==> config.mk <==
export PLATFORM = sky130hd
export DESIGN_NAME = sparse_capture_sequencer
export DESIGN_NICKNAME = d
export VERILOG_FILES = /design/src/rtl/sparse_capture_sequencer.sv
export SDC_FILE = /design/constraint.sdc
export NUM_CORES = 1
export LEC_CHECK = 0
export ABC_AREA = 1
export CAP_MARGIN = 30
export CORE_AREA = 8 8 157 159
export CTS_BUF_LIST = sky130_fd_sc_hd__clkbuf_8
export CTS_CLUSTER_SIZE = 30
export DETAILED_ROUTE_END_ITERATION = 10
export DIE_AREA = 0 0 165 167
export MAX_ROUTING_LAYER = met4
export PLACE_DENSITY = 0.69
export SLEW_MARGIN = 20
export SYNTH_ARGS = -nofsm -noshare
export SYNTH_HDL_FRONTEND = slang
export SYNTH_SLANG_ARGS = --single-unit
==> constraint.sdc <==
create_clock -name clk -period 3 [get_ports clk]
set_input_delay 0.6 -clock clk [delete_from_list [all_inputs] [get_ports clk]]
set_output_delay 0.6 -clock clk [all_outputs]
set_load 0.01 [all_outputs]
==> src/rtl/sparse_capture_sequencer.sv <==
// ----------------------------------------------------------------------------
// sparse_capture_sequencer
//
// Purpose: sequences a capture window over NUM_STREAMS external buffers.
// The window opens on a start command or on a masked auxiliary trigger
// rising edge while armed. It closes on a stop command or on any buffer-full
// flag. The buffered streams are then drained in index order onto a single
// output stream, followed by one trailer word that holds the per-stream beat
// counts.
//
// Ports:
//   clk, reset        clock, synchronous active-high reset
//   cmd_*             command channel {arm, start, stop}; always ready
//   mask_*            aux trigger enable mask; accepted only in IDLE
//   aux_trigger       external trigger levels (rising edge detected)
//   stream_full       per-stream buffer-full flags (close the window)
//   buffer_start/stop single-cycle capture control pulses
//   capture_done      high while draining (READOUT) and in TRAILER
//   state             FSM state code
//   in_*              packed per-stream readout inputs, stream k at slice k
//   out_*             merged readout stream plus trailer word
// ----------------------------------------------------------------------------
module sparse_capture_sequencer #(
    parameter int unsigned NUM_STREAMS = 2,
    parameter int unsigned DWIDTH      = 128,
    parameter int unsigned NUM_AUX     = 4,
    parameter int unsigned COUNT_WIDTH = 32
) (
    input  logic                          clk,
    input  logic                          reset,
    input  logic [2:0]                    cmd_data,
    input  logic                          cmd_valid,
    output logic                          cmd_ready,
    input  logic [NUM_AUX-1:0]            mask_data,
    input  logic                          mask_valid,
    output logic                          mask_ready,
    input  logic [NUM_AUX-1:0]            aux_trigger,
    input  logic [NUM_STREAMS-1:0]        stream_full,
    output logic                          buffer_start,
    output logic                          buffer_stop,
    output logic                          capture_done,
    output logic [2:0]                    state,
    input  logic [NUM_STREAMS*DWIDTH-1:0] in_data,
    input  logic [NUM_STREAMS-1:0]        in_valid,
    input  logic [NUM_STREAMS-1:0]        in_last,
    output logic [NUM_STREAMS-1:0]        in_ready,
    output logic [DWIDTH-1:0]             out_data,
    output logic                          out_valid,
    output logic                          out_last,
    input  logic                          out_ready
);

    localparam int unsigned SEL_W = (NUM_STREAMS > 1) ? $clog2(NUM_STREAMS) : 1;
    localparam logic [SEL_W-1:0] LAST_SEL = SEL_W'(NUM_STREAMS - 1);

    // Trailer word must be able to carry every counter side by side.
    generate
        if (NUM_STREAMS * COUNT_WIDTH > DWIDTH) begin : g_bad_params
            $error("sparse_capture_sequencer: NUM_STREAMS*COUNT_WIDTH exceeds DWIDTH");
        end
    endgenerate

    typedef enum logic [2:0] {
        ST_IDLE    = 3'd0,
        ST_ARMED   = 3'd1,
        ST_CAPTURE = 3'd2,
        ST_READOUT = 3'd3,
        ST_TRAILER = 3'd4
    } state_e;

    state_e                  state_q, state_d;
    logic [SEL_W-1:0]        sel_q, sel_d;
    logic [NUM_AUX-1:0]      mask_q;
    logic [NUM_AUX-1:0]      aux_d_q;
    logic [COUNT_WIDTH-1:0]  cnt_q [NUM_STREAMS];
    logic                    buffer_start_q;
    logic                    buffer_stop_q;

    logic                    cmd_stop;
    logic                    cmd_start;
    logic                    cmd_arm;
    logic                    trig;
    logic                    enter_capture;
    logic                    leave_capture;
    logic                    beat_hs;
    logic [DWIDTH-1:0]       sel_data;
    logic                    sel_valid;
    logic                    sel_last;
    logic [DWIDTH-1:0]       trailer_word;

    // Command decode: stop dominates, masking arm/start in the same word.
    assign cmd_stop  = cmd_valid & cmd_data[0];
    assign cmd_start = cmd_valid & cmd_data[1] & ~cmd_data[0];
    assign cmd_arm   = cmd_valid & cmd_data[2] & ~cmd_data[0];

    // Masked rising-edge trigger.
    assign trig = |(aux_trigger & ~aux_d_q & mask_q);

    // Select the stream currently being drained.
    always_comb begin
        sel_data  = '0;
        sel_valid = 1'b0;
        sel_last  = 1'b0;
        for (int k = 0; k < int'(NUM_STREAMS); k++) begin
            if (SEL_W'(k) == sel_q) begin
                sel_data  = in_data[k*DWIDTH +: DWIDTH];
                sel_valid = in_valid[k];
                sel_last  = in_last[k];
            end
        end
    end

    // Pack per-stream counts into the trailer, upper bits zero.
    always_comb begin
        trailer_word = '0;
        for (int k = 0; k < int'(NUM_STREAMS); k++) begin
            trailer_word[k*COUNT_WIDTH +: COUNT_WIDTH] = cnt_q[k];
        end
    end

    assign beat_hs = (state_q == ST_READOUT) & sel_valid & out_ready;

    // State register.
    always_ff @(posedge clk) begin
        if (reset) begin
            state_q <= ST_IDLE;
        end else begin
            state_q <= state_d;
        end
    end

    // Next-state and readout datapath outputs.
    always_comb begin
        state_d       = state_q;
        sel_d         = sel_q;
        enter_capture = 1'b0;
        leave_capture = 1'b0;
        out_data      = '0;
        out_valid     = 1'b0;
        out_last      = 1'b0;
        in_ready      = '0;

        case (state_q)
            ST_IDLE: begin
                if (cmd_start) begin
                    state_d       = ST_CAPTURE;
                    enter_capture = 1'b1;
                end else if (cmd_arm) begin
                    state_d = ST_ARMED;
                end
            end
            ST_ARMED: begin
                if (cmd_stop) begin
                    state_d = ST_IDLE;
                end else if (cmd_start || trig) begin
                    state_d       = ST_CAPTURE;
                    enter_capture = 1'b1;
                end
            end
            ST_CAPTURE: begin
                if (cmd_stop || (|stream_full)) begin
                    state_d       = ST_READOUT;
                    leave_capture = 1'b1;
                    sel_d         = '0;
                end
            end
            ST_READOUT: begin
                out_data        = sel_data;
                out_valid       = sel_valid;
                in_ready[sel_q] = out_ready;
                if (beat_hs && sel_last) begin
                    if (sel_q == LAST_SEL) begin
                        state_d = ST_TRAILER;
                        sel_d   = '0;
                    end else begin
                        sel_d = sel_q + SEL_W'(1);
                    end
                end
            end
            ST_TRAILER: begin
                out_data  = trailer_word;
                out_valid = 1'b1;
                out_last  = 1'b1;
                if (out_ready) begin
                    state_d = ST_IDLE;
                end
            end
            default: begin
                state_d = ST_IDLE;
            end
        endcase
    end

    // Datapath registers: stream select, mask, aux history, pulses.
    always_ff @(posedge clk) begin
        if (reset) begin
            sel_q          <= '0;
            mask_q         <= '1;
            aux_d_q        <= '0;
            buffer_start_q <= 1'b0;
            buffer_stop_q  <= 1'b0;
        end else begin
            sel_q          <= sel_d;
            aux_d_q        <= aux_trigger;
            buffer_start_q <= enter_capture;
            buffer_stop_q  <= leave_capture;
            if ((state_q == ST_IDLE) && mask_valid) begin
                mask_q <= mask_data;
            end
        end
    end

    // Per-stream beat counters: cleared when a window opens, saturating.
    always_ff @(posedge clk) begin
        if (reset) begin
            for (int k = 0; k < int'(NUM_STREAMS); k++) begin
                cnt_q[k] <= '0;
            end
        end else begin
            for (int k = 0; k < int'(NUM_STREAMS); k++) begin
                if (enter_capture) begin
                    cnt_q[k] <= '0;
                end else if (beat_hs && (sel_q == SEL_W'(k)) && (cnt_q[k] != '1)) begin
                    cnt_q[k] <= cnt_q[k] + COUNT_WIDTH'(1);
                end
            end
        end
    end

    assign cmd_ready    = 1'b1;
    assign mask_ready   = (state_q == ST_IDLE);
    assign buffer_start = buffer_start_q;
    assign buffer_stop  = buffer_stop_q;
    assign capture_done = (state_q == ST_READOUT) || (state_q == ST_TRAILER);
    assign state        = state_q;

endmodule

## Yosys cells after proc, flatten, opt, wreduce, memory -nomap -nowiden

Memories as Yosys holds them, arrays and structs flattened.
Index checks and enable logic that the tools add are counted.

- $add $sub $neg: 3
- $lt $le $gt $ge: 2
- Equal/unequal tests: 12
- Mux-type cells: 44
- Bitwise gates (word level): 18
- Reduce and logical (&&, ||, !) cells: 17

Operator list:

| operator | count |
|---|---|
| $pmux 128 s2 | 1 |
| $mux 128 | 1 |
| $mux 32 | 4 |
| $add 32x1->32 const B | 2 |
| $ne 32x32->1 const B | 2 |
| $mux 1 | 24 |
| $mux 3 | 8 |
| $pmux 3 s5 | 1 |
| $and 4x4->4 | 2 |
| $ne 2x2->1 const B | 4 |
| $and 1x1->1 | 7 |
| $logic_and 1x1->1 | 7 |
| $eq 3x2->1 const B | 2 |
| $pmux 1 s2 | 3 |
| $reduce_and 6->1 | 1 |
| $not 4->4 | 1 |
| $or 1x1->1 | 4 |
| $reduce_or 2->1 | 2 |
| $reduce_or 4->1 | 1 |
| $eq 3x1->1 const B | 1 |
| $eq 3x3->1 const B | 1 |
| $logic_not 3->1 | 1 |
| $logic_or 1x1->1 | 3 |
| $ne 3x1->1 const B | 1 |
| 10 further kinds | 12 |

- Register bits after elaboration: 14
- Memory bits (writable): 64
- Bits of input ports: 278
- Output and inout bits: 140
- Word-level logic and storage cells: 103
- Memories: 1

Memory list:

| memory | words | width | rd ports | clocked after Yosys merged registers in | write ports | line | RTL |
|---|---|---|---|---|---|---|---|
| cnt_q | 2 | 32 | 2 | 0 | 2 | 75 | `logic [COUNT_WIDTH-1:0] cnt_q [NUM_STREAMS];` |

## Longest topological paths before layout

Gate-level depths: netlist (run 1).

- Word-level depth: 13
- Gate-level depth with buffers: 12
- Mapped depth without buffers: 12

## Worst setup path before layout (run 1)

OpenSTA, ideal clock, no wires.

- Path type: in2reg
- Start: input port reset
- End: memory cnt_q[1][0] (enable)
- Library setup time: 478 ps
- Data arrival time: 2011 ps
- Required time: 2522 ps
- Slack: 511 ps
- Cell stages on the path: 5
- Buffers on the path: 2
- Cells stage by stage: clkbuf_1 clkinv_1 nand3_2 buf_4 nand2_1

RTL lines:

| what | line | RTL |
|---|---|---|
| from (decl) | 30 | `input logic reset,` |
| to (decl) | 75 |  |

## Final worst setup path (run 1)

- Start: register sel_q
- End: output port out_data[121]

- Word-level cells in the longest chain between the ends: 2

Ends and longest elaborated chain:

| what | line | RTL |
|---|---|---|
| from (decl) | 72 | `logic [SEL_W-1:0] sel_q, sel_d;` |
| from (signal assigned) | 203 | `sel_q <= sel_d;` |
| $mux 128 | 105 | `if (SEL_W'(k) == sel_q) begin` |
| $pmux 128 s2 | 143 | `case (state_q)` |
| to (decl) | 47 | `output logic [DWIDTH-1:0] out_data,` |

No other way between the ends.

==> run summary, run 1 <==
Yosys warnings: 0
proportion of synthesized chip area in sequential cells: 32.7%
relative contribution of the clock network to total power: 19.1%
cell class contributing the biggest share of worst-path delay: buffers and inverters
CTS H-Tree Depth: 3
final instance area: 11700 sq um
maximum root-to-sink buffer count: 2
required time at the worst-slack endpoint: 2.40 ns
CTS sink count: 78
Slowest cell on crit path: clkdlybuf4s50_1
final setup violation count: 0
final worst hold slack: 0.488 ns
slew of the pin with the lowest slew margin: 0.540 ns
Relative slew margins: 63.7%
row count: 55
fillers: 2162
final net count: 1693
instance area after placement: 11200 sq um
Worst Setup Slack post-DPL: 0.187 ns
clock-pin slew of the registers on the worst-case setup and hold paths: 0.09 ns
floorplan die area: 27600 sq um
detailed placer's ending HPWL: 26500 um
Die H: 167 um
final clock period utilization by the worst path: 97.0%
total internal power: 2740 uW
num ports: 418
nets in the synthesized netlist: 1284
slack of the critical path: 0.0906 ns
clk_skew: 0.0113 ns
placeable core region: 22200 sq um
horizontal extent of the die: 165 um
antenna violations before repair: 2
area delta synth->final: 74.3%
final non-filler cell total: 1705
number of buffers added on ports: 416
synthesized instance count: 1004
final hold violation count: 0
slowest cell delay on critical path: 0.48 ns
Vias: 8502
cell chain of the critical path: inv_4 -> nand2_1 -> clkinv_4 -> buf_16 -> a22oi_1 -> inv_1 -> clkdlybuf4s50_1
residual DRC count: 0
cell types with the largest area share after synthesis: edfxtp_1 29%, nand2_1 15%, inv_1 9.1%
library cell occupying the most area in the post-synthesis netlist: edfxtp_1
final design utilization: 52.8%
TritonCTS buffer count: 9
clock insertion delay at the later pin of the skew report: 0.36 ns
max-cap viol count: 0
highest ir drop seen on vdd: 0.304 mV
Net Sw Power: 1590 uW
worst-path maximum fanout: 28
Inst Count DP: 1678
Routed WL per cell: 20.2 um
maximum number of pins on one net before global-route repair: 56
antenna-violating nets left: 0
cts hold-fix bufs: 0
path class of the lowest-slack min-delay path: flop to flop
flop and latch count out of synthesis: 78
area share of the largest cell type after synthesis: 28.5%
layout cell share with drive strength beyond 1: 5.22%
gr ovfl total: 0
max-slew violations: 0
number of distinct library cells after synthesis: 38
type of origin of the critical path: flop
combined area of all synthesized cells: 6740 sq um
count of buffering cells on the critical path with inverters included: 5
register share of total power: 36.0%
combinational cell fraction of total power: 44.9%
drt first pass iters: 5
initial standard-cell utilization of the core: 30.3%
run status: complete, no violations
buffer type at the clock tree root: clkbuf_8
critical path endpoint category: output port
final weighted congestion of routability-driven global placement: 0.912
clock tree from TritonCTS: yes
switching part of the total power: 36.7%
global-route wire length before repair: 49600 um
detail-routed via count per cell: 4.99
setup repair after global routing missed its margin: true
Final Critical Period: 2.91 ns
P per Cell Area: 368 nW/um^2
Post-Route WL: 34500 um
classification of the worst setup path: flop to output port
drt first-iter violations: 731
Highest Clock Rate: 344 MHz
arrival time at the worst endpoint: 2.31 ns
overall fraction of global-route tracks in use: 23.8%
leakage power: 0.00545 uW
number of global-route vias before repair: 8480
Post-Syn Area per Cell: 6.71 sq um
[cell usage after synthesis]
library cell	number
nand2_1	278
inv_1	163
nor2_1	128
a22oi_1	67
edfxtp_1	64
nand3_1	51
o211ai_1	43
nor3_1	30
a21oi_1	24
xor2_1	21
buf_2	18
nand4_1	16
dfxtp_1	14
o21ai_0	10
buf_4	9
clkbuf_1	9
o32ai_1	7
nor3b_2	6
nand3_2	5
buf_6	4
inv_2	4
nor2_2	4
nor2_4	4
nor3_2	3
o31ai_1	3
xnor2_1	3
ha_1	2
nand2_2	2
nand3b_1	2
nor3b_1	2
and3_1	1
buf_1	1
clkinv_1	1
conb_1	1
nand3_4	1
nand4_2	1
nor4_1	1
o21ai_1	1
[placed cells by master, fill, tap and decap left out, types with 3 or more instances in the layout]
cell type,count
a21oi_1,24
a22oi_1,66
buf_12,5
buf_16,6
buf_4,7
clkbuf_16,5
clkbuf_8,9
clkdlybuf4s50_1,355
dfxtp_1,11
dlygate4sd2_1,25
dlymetal6s2s_1,36
edfxtp_1,64
inv_1,162
inv_4,5
nand2_1,278
nand3_1,51
nand3_2,5
nand4_1,16
nor2_1,128
nor2_2,4
nor2_4,4
nor3_1,30
nor3_2,3
nor3b_2,6
o211ai_1,43
o21ai_0,10
o31ai_1,3
o32ai_1,7
xnor2_1,3
xor2_1,21
[metrics by stage]
stage,setup TNS [ns],power (uW)
final,0,4330
after global routing,-0.0329,4570
after CTS,-0.516,4300
after detailed placement,0,3480
after global placement,0,3460
after floorplan,0,2360
[cells by family (layout without fill, tap and decap cells)]
group / after synthesis / in the layout / share of synthesized area (%)
simple gates: 535 / 535 / 34.7
buf+inv: 209 / 623 / 12.9
other cells: 1 / 3 / 0.0557
xor+xnor: 24 / 24 / 3.12
flops: 78 / 78 / 32.7
fa+ha+maj: 2 / 2 / 0.371
compound gates: 155 / 155 / 16.1
[sequential cells by signal (all words and copies together) (netlist names)]
name          count
sel_q             1
aux_d_q           4
buffer_stop       1
mask_q            4
buffer_start      1
state             3
cnt_q            64
[path summary, 6_finish.rpt]
check | to | slack [ns] | cells past startpoint | startpoint
worst max-delay path | out_data[121] | 0.09 | 7 | sel_q$_SDFFE_PP0P_
worst min-delay path | mask_q[0]$_SDFFE_PP1P_ | 0.49 | 2 | mask_q[0]$_SDFFE_PP1P_
worst max register to register | cnt_q[1][15]$_SDFFCE_PN0P_ | 0.74 | 9 | cnt_q[1][0]$_SDFFCE_PN0P_
worst min register to register | mask_q[0]$_SDFFE_PP1P_ | 0.49 | 2 | mask_q[0]$_SDFFE_PP1P_
[power by group through the flow]
| stage | clock network (uW) | logic (uW) | registers, uW |
|---|---|---|---|
| 2_1_floorplan | 0 | 829 | 1530 |
| 3_3_place_gp | 0 | 1900 | 1560 |
| 3_5_place_dp | 0 | 1910 | 1570 |
| 4_1_cts | 840 | 1910 | 1550 |
| 5_1_grt | 881 | 2110 | 1580 |
| 6_report | 828 | 1940 | 1560 |
[layout make-up]
cell class,instances,area [sq um],area share (%)
diodes,2,5.00,0.0426
clock buffers,9,124,1.05
clock inverters,7,70.1,0.597
flip-flops and latches,78,2210,18.8
repair buffers,439,4670,39.7
well taps,285,357,3.04
multi-input cells,717,3670,31.2
inverters,168,644,5.49
[worst register-to-register path: stages, from the launching register on]
cell	delay, ns
edfxtp_1	0.39
ha_1	0.19
nand2_1	0.10
nor2_4	0.18
nand2_1	0.11
nor2_1	0.26
nand2_1	0.12
nand3_2	0.27
buf_4	0.32
nor2_1	0.08
[per-layer routing]
layer  vias up  track usage, %  part of all wire [%]
met5         -               -                     0
met4         0            7.33                   1.7
met3        33            4.81                   6.8
met2       365            39.0                    49
met1      3965            28.9                    43
li1       4139               -                     -
[what timing repair did]
action | in CTS | in global routing
gates resized for setup | 33 | 47
pin swaps | 2 | 1
buffers inserted | 2 | 0
endpoints found under the setup margin | 113 | 95
cloned | 2 | 5
No activity file was read; power rests on OpenSTA's default activity.
==> run 2: changes to the inputs <==
==> constraint.sdc (replaced) <==
create_clock -name clk -period 3.1 [get_ports clk]
set_input_delay 0.62 -clock clk [delete_from_list [all_inputs] [get_ports clk]]
set_output_delay 0.62 -clock clk [all_outputs]
set_load 0.01 [all_outputs]
==> run 2 against run 1 <==
Clock-buffer cell count did not move. Worst hold slack improved by 0.0049 ns. Register-to-register slack worse by 0.03 ns. Largest cell class unchanged. Largest power group unchanged.
==> run summary, run 2 (synthesized netlist as in run 1, its figures left out) <==
final clock period utilization by the worst path: 97.1%
Slowest cell on crit path: clkdlybuf4s50_1
registers with the most flip-flops: cnt_q (64), aux_d_q (4), mask_q (4)
num ports: 418
Routed WL per cell: 19.8 um
slew of the pin with the lowest slew margin: 0.531 ns
maximum root-to-sink buffer count: 2
setup TNS: 0 ns
clock tree from TritonCTS: yes
run status: complete, no violations
area delta synth->final: 76.2%
number of global-route vias before repair: 8447
Net Sw Power: 1500 uW
depth of the worst register-to-register path: 10
horizontal extent of the die: 165 um
switching part of the total power: 34.8%
Highest Clock Rate: 332 MHz
Inst Count DP: 1680
slowest cell delay on critical path: 0.55 ns
classification of the worst setup path: flop to output port
hold-critical path depth: 2
critical path endpoint category: output port
detail-routed via count per cell: 4.90
CTS sink count: 78
final weighted congestion of routability-driven global placement: 0.893
maximum number of pins on one net before global-route repair: 39
clock-pin slew of the registers on the worst-case setup and hold paths: 0.09 ns
drt first pass iters: 7
cts hold-fix bufs: 0
worst reg2reg startpoint: cnt_q[1][1]$_SDFFCE_PN0P_
commonest cells after routing, fill and taps aside: 342 x clkdlybuf4s50_1, 277 x nand2_1, 164 x inv_1
detailed placer's ending HPWL: 26800 um
max-cap viol count: 0
worst-path maximum fanout: 22
Vias: 8371
final setup violation count: 0
path class of the lowest-slack min-delay path: flop to flop
fillers: 2173
hold_sp: mask_q[3]$_SDFFE_PP1P_
count of buffering cells on the critical path with inverters included: 5
overall fraction of global-route tracks in use: 23.6%
Post-Route WL: 33900 um
final net count: 1697
leakage power: 0.00594 uW
most common library cell in the layout ignoring fill and taps: clkdlybuf4s50_1
final hold violation count: 0
initial standard-cell utilization of the core: 30.3%
CTS H-Tree Depth: 3
antenna violations before repair: 1
clk_skew: 0.0144 ns
layout cell share with drive strength beyond 1: 5.41%
Relative slew margins: 64.3%
Final Critical Period: 3.01 ns
final design utilization: 53.4%
cell chain of the critical path: nand2_2 -> nor2_4 -> inv_4 -> nor2_4 -> buf_12 -> bufbuf_16 -> a22oi_1 -> inv_1 -> clkdlybuf4s50_1
total internal power: 2800 uW
critical path startpoint: state[0]$_SDFFE_PP0P_
number of buffers added on ports: 416
max-slew violations: 0
required time at the worst-slack endpoint: 2.48 ns
type of origin of the critical path: flop
floorplan die area: 27600 sq um
clock insertion delay at the later pin of the skew report: 0.36 ns
row count: 55
P per Cell Area: 362 nW/um^2
gr ovfl total: 0
TritonCTS buffer count: 9
Die H: 167 um
Crit path depth: 9
most used cell along the critical path: nor2_4
global-route wire length before repair: 49200 um
residual DRC count: 0
final worst hold slack: 0.493 ns
buffer type at the clock tree root: clkbuf_8
arrival time at the worst endpoint: 2.39 ns
relative contribution of the clock network to total power: 21.9%
drt first-iter violations: 619
cell class contributing the biggest share of worst-path delay: buffers and inverters
final non-filler cell total: 1708
combinational cell fraction of total power: 43.2%
register share of total power: 35.0%
setup repair after global routing missed its margin: false
placeable core region: 22200 sq um
max FFs per register: 64
antenna-violating nets left: 0
Top reg by flops: cnt_q
highest ir drop seen on vdd: 0.334 mV
==> run 2: changes by cell type in the layout (fill, tap and decap cells not counted), sizes merged, moves of 2 or more <==
cell / before / now
clkbuf: 14 / 11
dlymetal6s2s: 36 / 65
clkdlybuf4s50: 355 / 342
dlygate4sd2: 25 / 9
bufinv: 1 / 3
clkinvlp: 2 / 0
buf: 18 / 24
==> run 2: area by class of cell <==
type	count	area, sq um	share of cell area, %
clock inverter	7	114	0.959
sequential	78	2210	18.6
tap	285	357	3.00
antenna	1	2.50	0.0211
multi-input combinational	717	3670	30.9
clock buffer	9	124	1.04
timing repair buffer	443	4750	40.0
inverter	168	638	5.38
==> run 2: stage by stage <==
step | setup WS [ns] | instance area, sq um | power, uW
global route | 0.00310 | 11900 | 4540
detailed placement | 0.228 | 11200 | 3360
floorplan | 0.591 | 6740 | 2290
global placement | 0.214 | 11200 | 3360
finish | 0.0894 | 11900 | 4300
CTS | -0.00601 | 11600 | 4330
==> run 2: power by group through the flow <==
| stage | Combinational [uW] | Clock, uW | Sequential, uW |
|---|---|---|---|
| 4_1_cts | 1880 | 957 | 1500 |
| 5_1_grt | 2020 | 988 | 1540 |
| 3_5_place_dp | 1850 | 0 | 1520 |
| 6_report | 1860 | 940 | 1500 |
| 2_1_floorplan | 802 | 0 | 1480 |
| 3_3_place_gp | 1850 | 0 | 1510 |
==> run 2: worst paths after layout <==
kind         slack, ns                          to
max               0.09                out_data[73]
min               0.49      mask_q[3]$_SDFFE_PP1P_
max reg2reg       0.71  cnt_q[1][28]$_SDFFCE_PN0P_
min reg2reg       0.49      mask_q[3]$_SDFFE_PP1P_
==> run 2: layer usage <==
| metal | wire (um) | global-route usage (%) | up-vias |
|---|---|---|---|
| met4 | 510 | 6.31 | 0 |
| met3 | 2660 | 5.13 | 28 |
| met2 | 16400 | 39.1 | 346 |
| li1 | - | - | 4137 |
| met5 | 0 | - | - |
| met1 | 14300 | 28.4 | 3860 |
==> run 2: timing repair <==
item	4_1_cts	5_1_grt
setup endpoints to repair	92	105
endpoints found under the hold margin	0	0
pin swaps	0	3
gates cloned	2	2
resized for setup	15	76
setup buffers	6	1
==> run 2: worst reg2reg max path: stages, from the launching register on <==
cell      delay, ns
edfxtp_1       0.40
ha_1           0.18
nand2_1        0.11
nor2_4         0.17
nand2_1        0.11
nor2_1         0.26
nand2_1        0.15
nand3_2        0.09
buf_4          0.36
inv_1          0.15
and3_1         0.18
==> run 3: changes to the inputs <==
--- a/config.mk
+++ b/config.mk
@@ -7,14 +7,15 @@
 export LEC_CHECK = 0
 export ABC_AREA = 1
 export CAP_MARGIN = 30
-export CORE_AREA = 8 8 157 159
+export CORE_AREA = 2 2 160 162
 export CTS_BUF_LIST = sky130_fd_sc_hd__clkbuf_8
 export CTS_CLUSTER_SIZE = 30
 export DETAILED_ROUTE_END_ITERATION = 10
-export DIE_AREA = 0 0 165 167
+export DIE_AREA = 0 0 162 164
+export GPL_ROUTABILITY_DRIVEN = 0
 export MAX_ROUTING_LAYER = met4
-export PLACE_DENSITY = 0.69
 export SLEW_MARGIN = 20
 export SYNTH_ARGS = -nofsm -noshare
 export SYNTH_HDL_FRONTEND = slang
 export SYNTH_SLANG_ARGS = --single-unit
+export TNS_END_PERCENT = 5
==> run 3 against run 2 <==
Flip-flop and latch count stayed put. Worst hold slack worse by 0.0080 ns. Wire length is 5.3% lower. Combinational power down 2%. Critical endpoint is now out_data[78]. Largest power group unchanged.
==> run summary, run 3 (synthesized netlist as in run 1, its figures left out) <==
run status: complete, no violations
met2 Usage GRT: 38.6%
Highest Clock Rate: 326 MHz
depth of the worst register-to-register path: 10
most common library cell in the layout ignoring fill and taps: clkdlybuf4s50_1
Top reg by flops: cnt_q
row count: 58
drt first pass iters: 5
final worst hold slack: 0.485 ns
commonest cells after routing, fill and taps aside: 353 x clkdlybuf4s50_1, 278 x nand2_1, 162 x inv_1
antenna-violating nets left: 0
area delta synth->final: 73.3%
Relative slew margins: 60.4%
clk_skew: 0.0148 ns
max-slew violations: 0
max FFs per register: 64
Slowest cell on crit path: clkdlybuf4s50_1
final design utilization: 47.0%
critical path endpoint category: output port
clock-pin slew of the registers on the worst-case setup and hold paths: 0.10 ns
max-cap viol count: 0
hold-critical path depth: 2
final clock period utilization by the worst path: 99.1%
Crit path depth: 7
instance area after placement: 11300 sq um
TritonCTS buffer count: 9
clock tree from TritonCTS: yes
slack of the critical path: 0.0281 ns
final hold violation count: 0
buffer type at the clock tree root: clkbuf_8
Worst Setup Slack post-DPL: 0.279 ns
horizontal extent of the die: 162 um
worst-path maximum fanout: 41
path class of the lowest-slack min-delay path: flop to flop
global-route wire length before repair: 46800 um
overall fraction of global-route tracks in use: 23.9%
clock insertion delay at the later pin of the skew report: 0.38 ns
detail-routed via count per cell: 4.77
final instance area: 11700 sq um
initial standard-cell utilization of the core: 27.1%
Vias: 8322
most heavily used metal layer in global routing: met2
classification of the worst setup path: flop to output port
CTS sink count: 78
maximum number of pins on one net before global-route repair: 50
num ports: 418
layout cell share with drive strength beyond 1: 5.02%
number of buffers added on ports: 416
antenna violations before repair: 1
maximum root-to-sink buffer count: 2
leakage power: 0.00554 uW
P per Cell Area: 356 nW/um^2
gr ovfl total: 0
detailed placer's ending HPWL: 25800 um
slowest cell delay on critical path: 0.52 ns
CTS H-Tree Depth: 3
Post-Route WL: 32100 um
Final Critical Period: 3.07 ns
cell chain of the critical path: nor2_4 -> nand2_1 -> inv_4 -> buf_12 -> a22oi_1 -> inv_1 -> clkdlybuf4s50_1
placeable core region: 24800 sq um
arrival time at the worst endpoint: 2.45 ns
final setup violation count: 0
highest ir drop seen on vdd: 0.265 mV
grt met3 use: 5.03%
final net count: 1689
floorplan die area: 26600 sq um
global routing met1 resource utilization: 30.4%
Routed WL per cell: 18.4 um
slew of the pin with the lowest slew margin: 0.594 ns
residual DRC count: 0
count of buffering cells on the critical path with inverters included: 4
Die H: 164 um
type of origin of the critical path: flop
total power: 4150 uW
setup repair after global routing missed its margin: true
required time at the worst-slack endpoint: 2.48 ns
drt first-iter violations: 633
registers with the most flip-flops: cnt_q (64), aux_d_q (4), mask_q (4)
number of global-route vias before repair: 8135
cell class contributing the biggest share of worst-path delay: buffers and inverters
==> run 3: worst paths after layout <==
path / slack (ns) / startpoint / end
max: 0.03 / state[2]$_SDFFE_PP0P_ / out_data[78]
min: 0.49 / mask_q[3]$_SDFFE_PP1P_ / mask_q[3]$_SDFFE_PP1P_
max reg2reg: 0.81 / cnt_q[1][0]$_SDFFCE_PN0P_ / cnt_q[1][28]$_SDFFCE_PN0P_
min reg2reg: 0.49 / mask_q[3]$_SDFFE_PP1P_ / mask_q[3]$_SDFFE_PP1P_
==> run 3: worst min-delay path, cell delays in order (launching register included) <==
cell     delay (ns)
dfxtp_1        0.34
nand2_1        0.05
nand3_1        0.06
==> run 3: per-stage QoR <==
step                      std cells  setup TNS (ns)
final                          1745               0
after global routing           1745          -0.552
after CTS                      1744        -0.00797
after detailed placement       1726               0
after global placement         1726               0
after floorplan                1004               0
==> run 3: final cells by class <==
type                       instances  area, sq um
sequential                        78         2210
clock inverter                     7         77.6
antenna                            1         2.50
tap                              330          413
multi-input combinational        717         3670
clock buffer                       9          124
timing repair buffer             435         4550
inverter                         168          636
fill                            2583        13100
==> run 3: layer usage <==
metal | vias to the layer above | wire length [um]
met5 | - | 0
met4 | 0 | 680
met3 | 32 | 2420
met2 | 333 | 15000
met1 | 3829 | 14000
li1 | 4128 | -
==> run 3: power by group <==
part           switching, uW  internal [uW]
sequential               159           1340
combinational            917            903
clock                    447            383
total                   1520           2630
==> run 3: timing repair <==
| item | CTS | global route |
|---|---|---|
| gates cloned | 1 | 0 |
| resized for setup | 22 | 51 |
| endpoints found under the setup margin | 60 | 63 |
| hold buffers | 0 | 0 |
| setup buffers | 1 | 0 |
